`config.mk`:
```
export PLATFORM = sky130hd
export DESIGN_NAME = core_wb_ctrl
export DESIGN_NICKNAME = d
export VERILOG_FILES = /design/src/rtl/core_wb_ctrl.sv
export SDC_FILE = /design/constraint.sdc
export NUM_CORES = 1
export LEC_CHECK = 0
export CORE_MARGIN = 3
export CORE_UTILIZATION = 48
export CTS_CLUSTER_DIAMETER = 80
export DETAILED_ROUTE_END_ITERATION = 12
export PLACE_DENSITY = 0.86
export SLEW_MARGIN = 20
export SYNTH_ARGS = -nofsm -noshare
export SYNTH_HDL_FRONTEND = slang
export SYNTH_SLANG_ARGS = --single-unit
```
`constraint.sdc`:
```
create_clock -name clk -period 4.3 [get_ports clk]
set_input_delay 1.075 -clock clk [delete_from_list [all_inputs] [get_ports clk]]
set_output_delay 1.075 -clock clk [all_outputs]
set_load 0.05 [all_outputs]
```
`src/rtl/core_wb_ctrl.sv`:
```
// Memory/writeback controller feeding the regfile forward ports, write port and read latch.
// Optional misaligned-load trap: define CORE_WB_MISALIGN_EN.
module core_wb_ctrl #(
   parameter int TIMEOUT_CYC = 255
) (
   input  logic        clk,
   input  logic        rst_n,
   input  logic        i_ex_valid,
   input  logic        i_ex_wen,
   input  logic        i_ex_is_load,
   input  logic [2:0]  i_ex_funct3,
   input  logic [4:0]  i_ex_rd,
   input  logic [31:0] i_ex_data,
   input  logic        i_dbus_rvalid,
   input  logic [31:0] i_dbus_rdata,
   output logic        o_stall,
   output logic        o_fwd1_en,
   output logic [4:0]  o_fwd1_addr,
   output logic [31:0] o_fwd1_data,
   output logic        o_fwd2_en,
   output logic [4:0]  o_fwd2_addr,
   output logic [31:0] o_fwd2_data,
   output logic        o_we,
   output logic [4:0]  o_waddr,
   output logic [31:0] o_wdata,
   output logic        o_bus_err,
   output logic        o_misalign
);

   typedef enum logic [1:0] {M_EMPTY, M_FULL, M_LOAD_WAIT} m_state_t;

   localparam logic [15:0] TO_LAST = 16'(TIMEOUT_CYC - 1);

   m_state_t    m_state_reg, m_state_next;
   logic [4:0]  m_rd_reg, m_rd_next;
   logic        m_wen_reg, m_wen_next;
   logic [31:0] m_data_reg, m_data_next;
   logic [2:0]  m_funct3_reg, m_funct3_next;
   logic        w_en_reg, w_en_next;
   logic [4:0]  w_rd_reg, w_rd_next;
   logic [31:0] w_data_reg, w_data_next;
   logic [15:0] cnt_reg, cnt_next;
   logic        bus_err_reg, bus_err_next;
   logic        misalign_reg, misalign_next;

   logic        accept;
   logic        m_writes;
   logic        load_mis;
   logic [7:0]  byte_sel;
   logic [15:0] half_sel;
   logic [31:0] load_data;

   assign o_stall  = (m_state_reg == M_LOAD_WAIT);
   assign accept   = i_ex_valid & ~o_stall;
   assign m_writes = m_wen_reg & (m_rd_reg != 5'd0);

   // Load alignment: byte lane from addr[1:0], half lane from addr[1].
   always_comb begin
      byte_sel = i_dbus_rdata[{m_data_reg[1:0], 3'b000} +: 8];
      half_sel = m_data_reg[1] ? i_dbus_rdata[31:16] : i_dbus_rdata[15:0];
      case (m_funct3_reg)
         3'b000:  load_data = {{24{byte_sel[7]}}, byte_sel};
         3'b001:  load_data = {{16{half_sel[15]}}, half_sel};
         3'b100:  load_data = {24'd0, byte_sel};
         3'b101:  load_data = {16'd0, half_sel};
         default: load_data = i_dbus_rdata;
      endcase
   end

`ifdef CORE_WB_MISALIGN_EN
   always_comb begin
      case (m_funct3_reg)
         3'b000, 3'b100: load_mis = 1'b0;
         3'b001, 3'b101: load_mis = m_data_reg[0];
         default:        load_mis = |m_data_reg[1:0];
      endcase
   end
`else
   assign load_mis = 1'b0;
`endif

   always_comb begin
      m_state_next  = m_state_reg;
      m_rd_next     = m_rd_reg;
      m_wen_next    = m_wen_reg;
      m_data_next   = m_data_reg;
      m_funct3_next = m_funct3_reg;
      w_en_next     = 1'b0;
      w_rd_next     = 5'd0;
      w_data_next   = 32'd0;
      cnt_next      = cnt_reg;
      bus_err_next  = 1'b0;
      misalign_next = 1'b0;

      case (m_state_reg)
         M_FULL: begin
            m_state_next = M_EMPTY;
            if (m_writes) begin
               w_en_next   = 1'b1;
               w_rd_next   = m_rd_reg;
               w_data_next = m_data_reg;
            end
         end
         M_LOAD_WAIT: begin
            // Returning data takes priority over a timeout in the same cycle.
            if (i_dbus_rvalid) begin
               m_state_next = M_EMPTY;
               if (load_mis) begin
                  misalign_next = 1'b1;
               end else if (m_writes) begin
                  w_en_next   = 1'b1;
                  w_rd_next   = m_rd_reg;
                  w_data_next = load_data;
               end
            end else if (cnt_reg == TO_LAST) begin
               m_state_next = M_EMPTY;
               bus_err_next = 1'b1;
            end else begin
               cnt_next = cnt_reg + 16'd1;
            end
         end
         default: ;
      endcase

      if (accept) begin
         m_state_next  = i_ex_is_load ? M_LOAD_WAIT : M_FULL;
         m_rd_next     = i_ex_rd;
         m_wen_next    = i_ex_wen;
         m_data_next   = i_ex_data;
         m_funct3_next = i_ex_funct3;
         cnt_next      = 16'd0;
      end else if (m_state_reg == M_FULL) begin
         m_state_next = M_EMPTY;
      end
   end

   always_ff @(posedge clk or negedge rst_n) begin
      if (!rst_n) begin
         m_state_reg  <= M_EMPTY;
         m_rd_reg     <= 5'd0;
         m_wen_reg    <= 1'b0;
         m_data_reg   <= 32'd0;
         m_funct3_reg <= 3'd0;
         w_en_reg     <= 1'b0;
         w_rd_reg     <= 5'd0;
         w_data_reg   <= 32'd0;
         cnt_reg      <= 16'd0;
         bus_err_reg  <= 1'b0;
         misalign_reg <= 1'b0;
      end else begin
         m_state_reg  <= m_state_next;
         m_rd_reg     <= m_rd_next;
         m_wen_reg    <= m_wen_next;
         m_data_reg   <= m_data_next;
         m_funct3_reg <= m_funct3_next;
         w_en_reg     <= w_en_next;
         w_rd_reg     <= w_rd_next;
         w_data_reg   <= w_data_next;
         cnt_reg      <= cnt_next;
         bus_err_reg  <= bus_err_next;
         misalign_reg <= misalign_next;
      end
   end

   // Loads never forward from M; only a held ALU result does.
   assign o_fwd1_en   = (m_state_reg == M_FULL) & m_writes;
   assign o_fwd1_addr = o_fwd1_en ? m_rd_reg : 5'd0;
   assign o_fwd1_data = o_fwd1_en ? m_data_reg : 32'd0;
   assign o_fwd2_en   = w_en_reg;
   assign o_fwd2_addr = w_rd_reg;
   assign o_fwd2_data = w_data_reg;
   assign o_we        = w_en_reg;
   assign o_waddr     = w_rd_reg;
   assign o_wdata     = w_data_reg;
   assign o_bus_err   = bus_err_reg;
   assign o_misalign  = misalign_reg;

endmodule

```
==> impl_metrics.json <==
{
  "status": "complete, no violations",
  "wire_per_inst_um": 19.0,
  "grt_pass1_vias": 4456,
  "power_leakage_uw": 0.00314,
  "synth_area_sq_mm": 0.00511,
  "final-setup-viol-count": 0,
  "synth_area_leaders": "dfrtp_1 48%, nand2_1 10%, buf_4 5.7%",
  "gp_congestion": 0.933,
  "crit_arrival_ns": 2.92,
  "end_kind": "primary output",
  "max_freq_mhz": 250,
  "hold_viol_final": 0,
  "grt_util_all_layers_pct": 26.2,
  "hold_class": "register to register",
  "ant_nets": 0,
  "slew_violations": 0,
  "min_period_ns": 4.00,
  "post_cts_resized": 0,
  "post_route_cells_drive_above_1_share_pct": 5.93,
  "overflow": 0,
  "ys.flop_type": "dfrtp_1",
  "worstSetupPathType": "register to primary output",
  "grt_max_degree": 81,
  "nFillCells": 780,
  "clockRootBuffer": "clkbuf_8",
  "yosysWarnings": 0,
  "synth-seq-area-share_pct": 48.0,
  "vias_per_cell": 5.62,
  "cts_hold_buf": 0,
  "multi_input_area_sq_mm": 0.00221,
  "start_kind": "register",
  "slew_headroom_pct": 41.0,
  "powerDensity_mw_per_mm2": 382,
  "clk_pin_slew_ns": 0.10,
  "avgSynthCellArea_sq_um": 9.37,
  "synth_nets": 627,
  "cap_violations": 0,
  "synth_edf_count": 0,
  "drc": 0,
  "routed_wl_mm": 15.7,
  "worst_pin_slew_ns": 0.885,
  "area_delta_synth_final_pct": 37.8,
  "clock-sinks": 98,
  "numCtsBuffers": 9,
  "die_h_um": 109,
  "dp_hpwl_mm": 11.5,
  "synth_top_cell_area_share_pct": 48.0,
  "ys_async_sr_fraction_pct": 100,
  "cts_tree": "yes",
  "start_util_pct": 49.5,
  "clk-insertion-delay-late_ns": 0.37,
  "syn_inst": 545,
  "n_antenna_cell": 0,
  "clock_path_buffers": 2,
  "drt_iter0_drc": 341,
  "vdd_drop_max_mv": 0.235,
  "finalCritPeriodShare_pct": 93.0,
  "fin_tns_setup_ns": 0,
  "htreeDepth": 3,
  "seqCellArea_sq_mm": 0.00245,
  "cts_setup_buffers": 0,
  "fin_worst_skew_ns": 0.0128,
  "rows": 37,
  "setup_ws_ns": 0.300,
  "rsz0062_at_grt": "false",
  "ys_seq_elements": 98,
  "critPathMaxFanout": 30,
  "final_nets": 768,
  "yosys.area.top_type": "dfrtp_1",
  "drtPass1Iterations": 6,
  "post-place-ws_ns": 0.781,
  "core_area_sq_mm": 0.0103,
  "antenna_found_initial": 0,
  "grt_pass1_wl_mm": 23.9,
  "portBuffers": 193,
  "cp.required_ns": 3.22,
  "die_area_sq_mm": 0.0119,
  "num_io_pins": 195,
  "vias": 4649,
  "dieWidth_um": 109,
  "synthDistinctLibCells": 50
}
==> worst max-delay path: stages, from the launching register on <==
cell and delay [ns]:
dfrtp_1 0.43, or4_4 0.58, o21ai_1 0.29, nor2_2 0.10
buf_4 0.23, and2_1 0.20, clkdlybuf4s50_1 0.70
==> layer usage <==
metal | vias up | wire length [um] | global-route usage [%]
met5 | - | 0 | 0
met4 | 0 | 372 | 8.93
met3 | 33 | 1470 | 6.28
met2 | 252 | 8080 | 46.0
met1 | 2256 | 5790 | 31.4
li1 | 2108 | - | -
==> metrics by stage <==
step	util (%)	hold WS, ns	cells	instance area (sq um)	total power [uW]
2_1_floorplan	-	0.455	545	5110	1740
3_3_place_gp	66.1	0.483	811	6820	2040
3_5_place_dp	66.1	0.488	811	6820	2060
4_1_cts	68.1	0.510	827	7030	2680
5_1_grt	68.1	0.532	827	7030	2810
6_report	68.1	0.509	827	7030	2690
==> layout make-up <==
type	instances	share of cell area, %
clock buffers	9	1.76
clock inverters	7	1.17
inverters	7	0.374
multi-input cells	372	31.4
flip-flops and latches	98	34.9
well taps	136	2.42
repair buffers	198	28.0
==> final timing paths <==
| kind | from | end | slack (ns) | depth (start not counted) |
|---|---|---|---|---|
| max reg2reg | m_funct3_reg[1] | o_fwd2_data[7] | 1.97 | 4 |
| max | m_rd_reg[1] | o_fwd1_data[19] | 0.30 | 6 |
| min in group asynchronous | rst_n | m_data_reg[17] | 0.73 | 1 |
| max in group asynchronous | rst_n | o_fwd2_data[1] | 2.83 | 2 |
| min reg2reg | m_data_reg[27] | m_data_reg[27] | 0.51 | 2 |
| min | m_data_reg[27] | m_data_reg[27] | 0.51 | 2 |
==> logic make-up after synthesis <==
logic type | Yosys count | share of synthesized area (%)
AOI/OAI and AO/OA | 87 | 13.5
DFF | 98 | 48.0
other | 1 | 0.0734
xor gates and xnor gates | 3 | 0.515
muxes | 13 | 2.77
buffers and inverters | 75 | 9.07
adders and majority gates | 4 | 0.980
and+or+nand+nor | 264 | 25.0
==> placed cells by master (no fill, tap or decap), types with 2 or more instances in the layout <==
cell type,synthesis,layout
a21oi_1,12,12
inv_6,0,2
inv_1,7,7
a41o_1,4,4
dfrtp_1,98,98
and4_1,2,2
a22o_1,24,24
nand2_1,142,142
nor4_1,2,2
and3_1,8,8
nor4b_1,3,3
clkinvlp_4,0,2
nor3_1,5,5
a2bb2oi_1,8,8
clkbuf_8,0,9
nand3_1,7,7
a31oi_1,4,4
or3_1,2,2
clkdlybuf4s50_1,0,192
ha_1,4,4
xnor2_1,2,2
nor2_1,15,14
and2_1,39,39
a222oi_1,7,7
mux2_2,9,9
nand2b_1,20,19
o21ai_0,6,6
o211ai_1,2,2
nor2b_1,6,5
buf_4,39,5
o21ai_1,9,9
mux2i_1,4,4
o32ai_1,2,2
nand4_1,8,8
==> power by group <==
part | total [uW] | leakage, uW | internal [uW] | switching [uW]
Combinational | 890 | 0.00175 | 334 | 556
Clock | 628 | 0.0000984 | 278 | 350
Sequential | 1170 | 0.00129 | 1030 | 138
==> synth_stat cells, types with 2 or more instances <==
master,instances
buf_1,3
buf_4,39
o21ai_1,9
nand2_1,142
nor4_1,2
a2bb2oi_1,8
nand3_1,7
and4_1,2
mux2_2,9
o211ai_1,2
dfrtp_1,98
nor2b_1,6
a22o_1,24
clkbuf_1,18
inv_1,7
a41o_1,4
o32ai_1,2
o21ai_0,6
and2_1,39
nor4b_1,3
mux2i_1,4
ha_1,4
or3_1,2
a31oi_1,4
buf_6,4
and3_1,8
a21oi_1,12
xnor2_1,2
nor3_1,5
nor2_1,15
nand4_1,8
buf_2,4
nand2b_1,20
a222oi_1,7
Power figures use the tool's default switching activity.
